[src/rtl/imm_extend_unit.sv]
`default_nettype none
// ============================================================================
// Module      : imm_extend_unit
// Description : Pipelined immediate extender (SEXT / ZEXT / BRANCH / UPPER)
//               with valid/ready handshakes and a 2-entry result FIFO.
//               Optional macro IMM_EXT_STATS_EN adds the xfer_count port,
//               which counts output transfers.
// Revision    : 1.0 - initial release
// ============================================================================
module imm_extend_unit #(
  parameter int IN_W  = 16,
  parameter int OUT_W = 32
) (
  input  logic             clk,
  input  logic             rst,
  input  logic             in_valid,
  output logic             in_ready,
  input  logic [IN_W-1:0]  in_imm,
  input  logic [1:0]       in_mode,
  output logic             out_valid,
  input  logic             out_ready,
  output logic [OUT_W-1:0] out_data
`ifdef IMM_EXT_STATS_EN
  ,
  output logic [31:0]      xfer_count
`endif
);

  localparam logic [1:0] C_MODE_SEXT   = 2'b00;
  localparam logic [1:0] C_MODE_ZEXT   = 2'b01;
  localparam logic [1:0] C_MODE_BRANCH = 2'b10;
  localparam logic [1:0] C_MODE_UPPER  = 2'b11;

  // BRANCH must never lose significant bits after the shift, so two spare
  // bits above the immediate are mandatory.
  generate
    if ((IN_W < 2) || (OUT_W < IN_W + 2)) begin : g_param_check
      $error("imm_extend_unit: requires IN_W >= 2 and OUT_W >= IN_W + 2");
    end
  endgenerate

  typedef enum logic [1:0] {
    S_EMPTY = 2'd0,
    S_ONE   = 2'd1,
    S_TWO   = 2'd2
  } state_t;

  state_t           r_state;
  state_t           w_state_next;
  logic [OUT_W-1:0] r_head;
  logic [OUT_W-1:0] r_tail;
  logic [OUT_W-1:0] w_sext;
  logic [OUT_W-1:0] w_ext;
  logic             w_push;
  logic             w_pop;
  logic             w_wr_head_ext;
  logic             w_wr_head_tail;
  logic             w_wr_tail;

  // Handshake qualifiers; in_ready depends only on registered state and rst.
  assign in_ready  = (r_state != S_TWO) && !rst;
  assign out_valid = (r_state != S_EMPTY);
  assign out_data  = r_head;
  assign w_push    = in_valid && in_ready;
  assign w_pop     = out_valid && out_ready;

  assign w_sext = {{(OUT_W-IN_W){in_imm[IN_W-1]}}, in_imm};

  // Combinational extension of the incoming immediate by mode.
  always_comb begin
    w_ext = w_sext;
    case (in_mode)
      C_MODE_SEXT:   w_ext = w_sext;
      C_MODE_ZEXT:   w_ext = {{(OUT_W-IN_W){1'b0}}, in_imm};
      C_MODE_BRANCH: w_ext = w_sext << 2;
      C_MODE_UPPER:  w_ext = {in_imm, {(OUT_W-IN_W){1'b0}}};
      default:       w_ext = w_sext;
    endcase
  end

  // FIFO occupancy next-state and entry write selects.
  always_comb begin
    w_state_next   = r_state;
    w_wr_head_ext  = 1'b0;
    w_wr_head_tail = 1'b0;
    w_wr_tail      = 1'b0;
    case (r_state)
      S_EMPTY: begin
        if (w_push) begin
          w_state_next  = S_ONE;
          w_wr_head_ext = 1'b1;
        end
      end
      S_ONE: begin
        if (w_push && w_pop) begin
          // New result replaces the head that is leaving this cycle.
          w_wr_head_ext = 1'b1;
        end else if (w_push) begin
          w_state_next = S_TWO;
          w_wr_tail    = 1'b1;
        end else if (w_pop) begin
          w_state_next = S_EMPTY;
        end
      end
      S_TWO: begin
        if (w_pop) begin
          w_state_next   = S_ONE;
          w_wr_head_tail = 1'b1;
        end
      end
      default: w_state_next = S_EMPTY;
    endcase
  end

  // State and buffer registers; reset discards any buffered results.
  always_ff @(posedge clk) begin
    if (rst) begin
      r_state <= S_EMPTY;
      r_head  <= '0;
      r_tail  <= '0;
    end else begin
      r_state <= w_state_next;
      if (w_wr_head_ext) begin
        r_head <= w_ext;
      end else if (w_wr_head_tail) begin
        r_head <= r_tail;
      end
      if (w_wr_tail) begin
        r_tail <= w_ext;
      end
    end
  end

`ifdef IMM_EXT_STATS_EN
  logic [31:0] r_xfer_count;

  // Output-transfer counter, wraps naturally at 2^32.
  always_ff @(posedge clk) begin
    if (rst) begin
      r_xfer_count <= '0;
    end else if (w_pop) begin
      r_xfer_count <= r_xfer_count + 32'd1;
    end
  end

  assign xfer_count = r_xfer_count;
`endif

endmodule
`default_nettype wire

[config.mk]
export PLATFORM = sky130hd
export DESIGN_NAME = imm_extend_unit
export DESIGN_NICKNAME = d
export VERILOG_FILES = /design/src/rtl/imm_extend_unit.sv
export SDC_FILE = /design/constraint.sdc
export NUM_CORES = 1
export LEC_CHECK = 0
export ABC_AREA = 0
export ABC_CLOCK_PERIOD_IN_PS = 2550
export CAP_MARGIN = 25
export CORE_UTILIZATION = 63
export DETAILED_ROUTE_END_ITERATION = 16
export DONT_BUFFER_PORTS = 1
export GPL_ROUTABILITY_DRIVEN = 1
export PLACE_DENSITY = 0.88
export SYNTH_ARGS = -nofsm -noshare
export SYNTH_HDL_FRONTEND = slang
export SYNTH_SLANG_ARGS = --single-unit
[constraint.sdc]
create_clock -name clk -period 2.55 [get_ports clk]
set_input_delay 0.3825 -clock clk [delete_from_list [all_inputs] [get_ports clk]]
set_output_delay 0.3825 -clock clk [all_outputs]
set_load 0.02 [all_outputs]
==> results.tsv <==
stage	metric	value	unit
outcome	result of the run	complete, but fails checks	
outcome	failing checks	design-rule violations	
grt	Remaining Overflow, GRT	0	
critical_path	maximum fanout encountered on the critical timing path	17	
synthesis	netlist area before placement	0.00302	mm^2
timing	setup-violating endpoint count in the final report	0	
pwr	sequential power share	48.3	%
pwr	net switching power	0.620	mW
die	floorplan die height	71.3	um
critical_path	slack of the worst reg-to-reg path	530	ps
grt	maximum number of pins on one net before global-route repair	70	
detailed_routing	final routed wire length divided by cell count	21.5	um
timing	actual slew at the worst max-slew pin	775	ps
grt	antenna violations before repair	0	
synthesis	post-synthesis register bit count	66	
critical_path	Crit Reg-Reg Startpoint	r_state[1]	
pwr	Power per Cell Area	747	mW/mm^2
detailed_routing	number of remaining DRC errors	3	
die	I/O pin total	56	
die	core area	0.00447	mm^2
layout	fraction of final layout cells sized beyond drive strength 1	10.9	%
critical_path	nature of the critical path startpoint	flip-flop	
critical_path	start-to-end type of the worst setup path	reg2reg	
detailed_routing	antenna violation net count after detailed routing	0	
layout	non-filler instance count after layout	381	
die	total die area	0.00508	mm^2
pwr	sw frac	25.8	%
clocking	CTS Buf Count	9	
layout	area growth from synthesis to final layout	6.66	%
pwr	portion of total power attributed to the clock network	41.7	%
layout	area of all placed cells without fillers	0.00322	mm^2
timing	headroom to the max-slew limit	48.3	%
critical_path	Reg-to-Reg End	out_data[13]	
synthesis	post-synth cell types	33	
die	width of the die	71.3	um
pwr	total power consumption of the routed design	2.41	mW
pwr	leakage power	1.03	nW
grt	GRT Overall Usage	33.8	%
die	effective utilization at floorplan	67.6	%
clocking	source-to-sink clock delay at the later pin of the worst-skew pair	350	ps
timing	setup skew after layout	9.45	ps
pwr	Comb pwr share	9.9	%
layout	Final Net Count	346	
timing	Total Negative Setup Slacks	0	ps
placement	Placed Cells	365	
clocking	number of cells upsized or downsized after cts	0	
clocking	Clk pin slew, worst setup/hold paths	70	ps
synthesis	Synth Instances	343	
min_path	Tightest Hold Check Type	in2reg	
critical_path	start point of the critical path	r_state[1]	
timing	RSZ-0062 raised after global routing	no	
layout	leading cell type in the layout, fill and taps excluded	sky130_fd_sc_hd__dfxtp_1	
timing	maximum clock frequency	495	MHz
synthesis	number of synthesized flops with an enable pin	0	
synthesis	number of synthesis warnings	0	
placement	# port buffers	0	
grt	number of global-route vias before repair	2603	
critical_path	arrival time at the worst endpoint	2270	ps
detailed_routing	DRT iter0 DRCs	292	
clocking	Post-CTS Hold Fix Bufs	0	
synthesis	post-synthesis average cell area	8.81	um^2
detailed_routing	number of iterations in the first detailed-routing pass	12	
pwr	internal power consumption	1.79	mW
clocking	CTS tree	done	
critical_path	critical path capture point	out_data[13]	
detailed_routing	Via Count	2768	
min_path	critical hold path startpoint	out_ready	
pwr	largest vdd supply drop	0.805	mV
synthesis	share of synthesized area occupied by flip-flops and latches	43.7	%
placement	estimated wirelength of the detail-placed design	4960	um
min_path	cell count of the worst hold path	1	
synthesis	Net Count, Synth	365	
clocking	Clock Sinks	66	
grt	global-route wire length before repair	13200	um
clocking	root cell of the clock tree	sky130_fd_sc_hd__clkbuf_8	
detailed_routing	Routed WL	8190	um
timing	Pins Over Slew Limit	0	
layout	area used by multi-input combinational logic	0.00150	mm^2
placement	Cell Area, Placed	0.00300	mm^2
layout	filler cell count in the final layout	359	
clocking	number of levels in the clock H-tree	3	
synthesis	async set-or-reset flop fraction in the synthesized netlist	0	%
synthesis	prevailing post-synth register cell	sky130_fd_sc_hd__dfxtp_1	
die	count of standard-cell rows	24	
timing	Tmin final	2020	ps
clocking	Setup Buffers After CTS	0	
run	number of max-cap violations	0	
layout	antenna cells	0	
timing	Final period util	79.2	%
layout	final standard cell utilization of the core	72.1	%
layout	Reg area	0.00132	mm^2
critical_path	Critical Path Sink Type	flip-flop	
placement	last weighted congestion value of the routability-driven placer	0.948	
layout	commonest cells after routing, fill and taps aside	sky130_fd_sc_hd__dfxtp_1 (66), sky130_fd_sc_hd__a21oi_1 (62), sky130_fd_sc_hd__a221oi_1 (31), sky130_fd_sc_hd__nand2_1 (31), sky130_fd_sc_hd__a22oi_1 (31)	
timing	number of hold violations in the final report	0	
critical_path	CP required	2800	ps
clocking	clock buffer depth	2	
critical_path	Register-to-Register Path Depth	4	
detailed_routing	via count normalized by instance count	7.27	
layout make-up:
| cell class | count | share of cell area, % |
|---|---|---|
| multi-input cells | 233 | 46.4 |
| flip-flops and latches | 66 | 41.0 |
| clock buffers | 12 | 4.81 |
| repair buffers | 13 | 3.41 |
| clock inverters | 4 | 2.29 |
| inverters | 1 | 0.116 |
| well taps | 52 | 2.02 |
flip-flops by register name, summed over array words and instances (netlist names):
register,flops
out_data,32
r_tail,32
r_state,2
worst min path at each step:
stage,end,slack [ps]
detailed placement,out_data[9],450
finish,r_state[1],100
CTS,r_tail[26],90
global placement,out_data[12],450
floorplan,out_data[31],450
global route,r_state[1],70
metal layers:
metal  vias up  wire length (um)  track usage [%]
met5         -                 0                0
met3        24               809             11.7
met2       160              3920             50.7
li1       1261                 -                -
met4         0               192             15.3
met1      1323              3270             44.0
cell families after synthesis:
| kind of cell | Yosys count | share of synthesized area [%] |
|---|---|---|
| AND/OR/NAND/NOR | 68 | 12.1 |
| flip-flops | 66 | 43.7 |
| buffers and inverters | 44 | 6.91 |
| multiplexers | 3 | 1.03 |
| AO/OA/AOI/OAI | 162 | 36.2 |
stage by stage:
| stage | hold WS (ps) | worst slack [ps] |
|---|---|---|
| 4_1_cts | 85.0 | 611 |
| 6_report | 98.6 | 530 |
| 3_5_place_dp | 451 | 638 |
| 2_1_floorplan | 445 | 913 |
| 5_1_grt | 71.9 | 431 |
| 3_3_place_gp | 446 | 729 |
synth_stat cells (2+ instances only):
master	n	area, um^2
sky130_fd_sc_hd__or3_1	2	12.5
sky130_fd_sc_hd__nor2b_1	19	119
sky130_fd_sc_hd__nand2_1	31	116
sky130_fd_sc_hd__mux2i_1	2	20.0
sky130_fd_sc_hd__dfxtp_1	66	1320
sky130_fd_sc_hd__buf_6	2	22.5
sky130_fd_sc_hd__clkbuf_1	18	67.6
sky130_fd_sc_hd__nor2_1	2	7.51
sky130_fd_sc_hd__nor2_2	2	12.5
sky130_fd_sc_hd__a211oi_1	30	225
sky130_fd_sc_hd__o21ai_0	4	20.0
sky130_fd_sc_hd__nand2b_1	3	18.8
sky130_fd_sc_hd__a22oi_1	31	233
sky130_fd_sc_hd__a221oi_1	31	272
sky130_fd_sc_hd__buf_2	20	100
sky130_fd_sc_hd__buf_1	2	7.51
sky130_fd_sc_hd__a21oi_1	62	310
worst max-delay path: stages (launching register included):
cell                       delay, ps
sky130_fd_sc_hd__dfxtp_1         540
sky130_fd_sc_hd__and3b_1         730
sky130_fd_sc_hd__buf_4           290
sky130_fd_sc_hd__nand2_1          80
sky130_fd_sc_hd__a221oi_1        270
power by group through the flow:
stage,clock [mW],sequential [mW],combinational (mW)
after floorplan,0,1.17,0.208
after global placement,0,1.18,0.227
after detailed placement,0,1.19,0.233
after CTS,1.02,1.16,0.235
after global routing,1.07,1.17,0.261
final,1.00,1.16,0.239
Note: power is estimated with default switching activity, not from simulation.
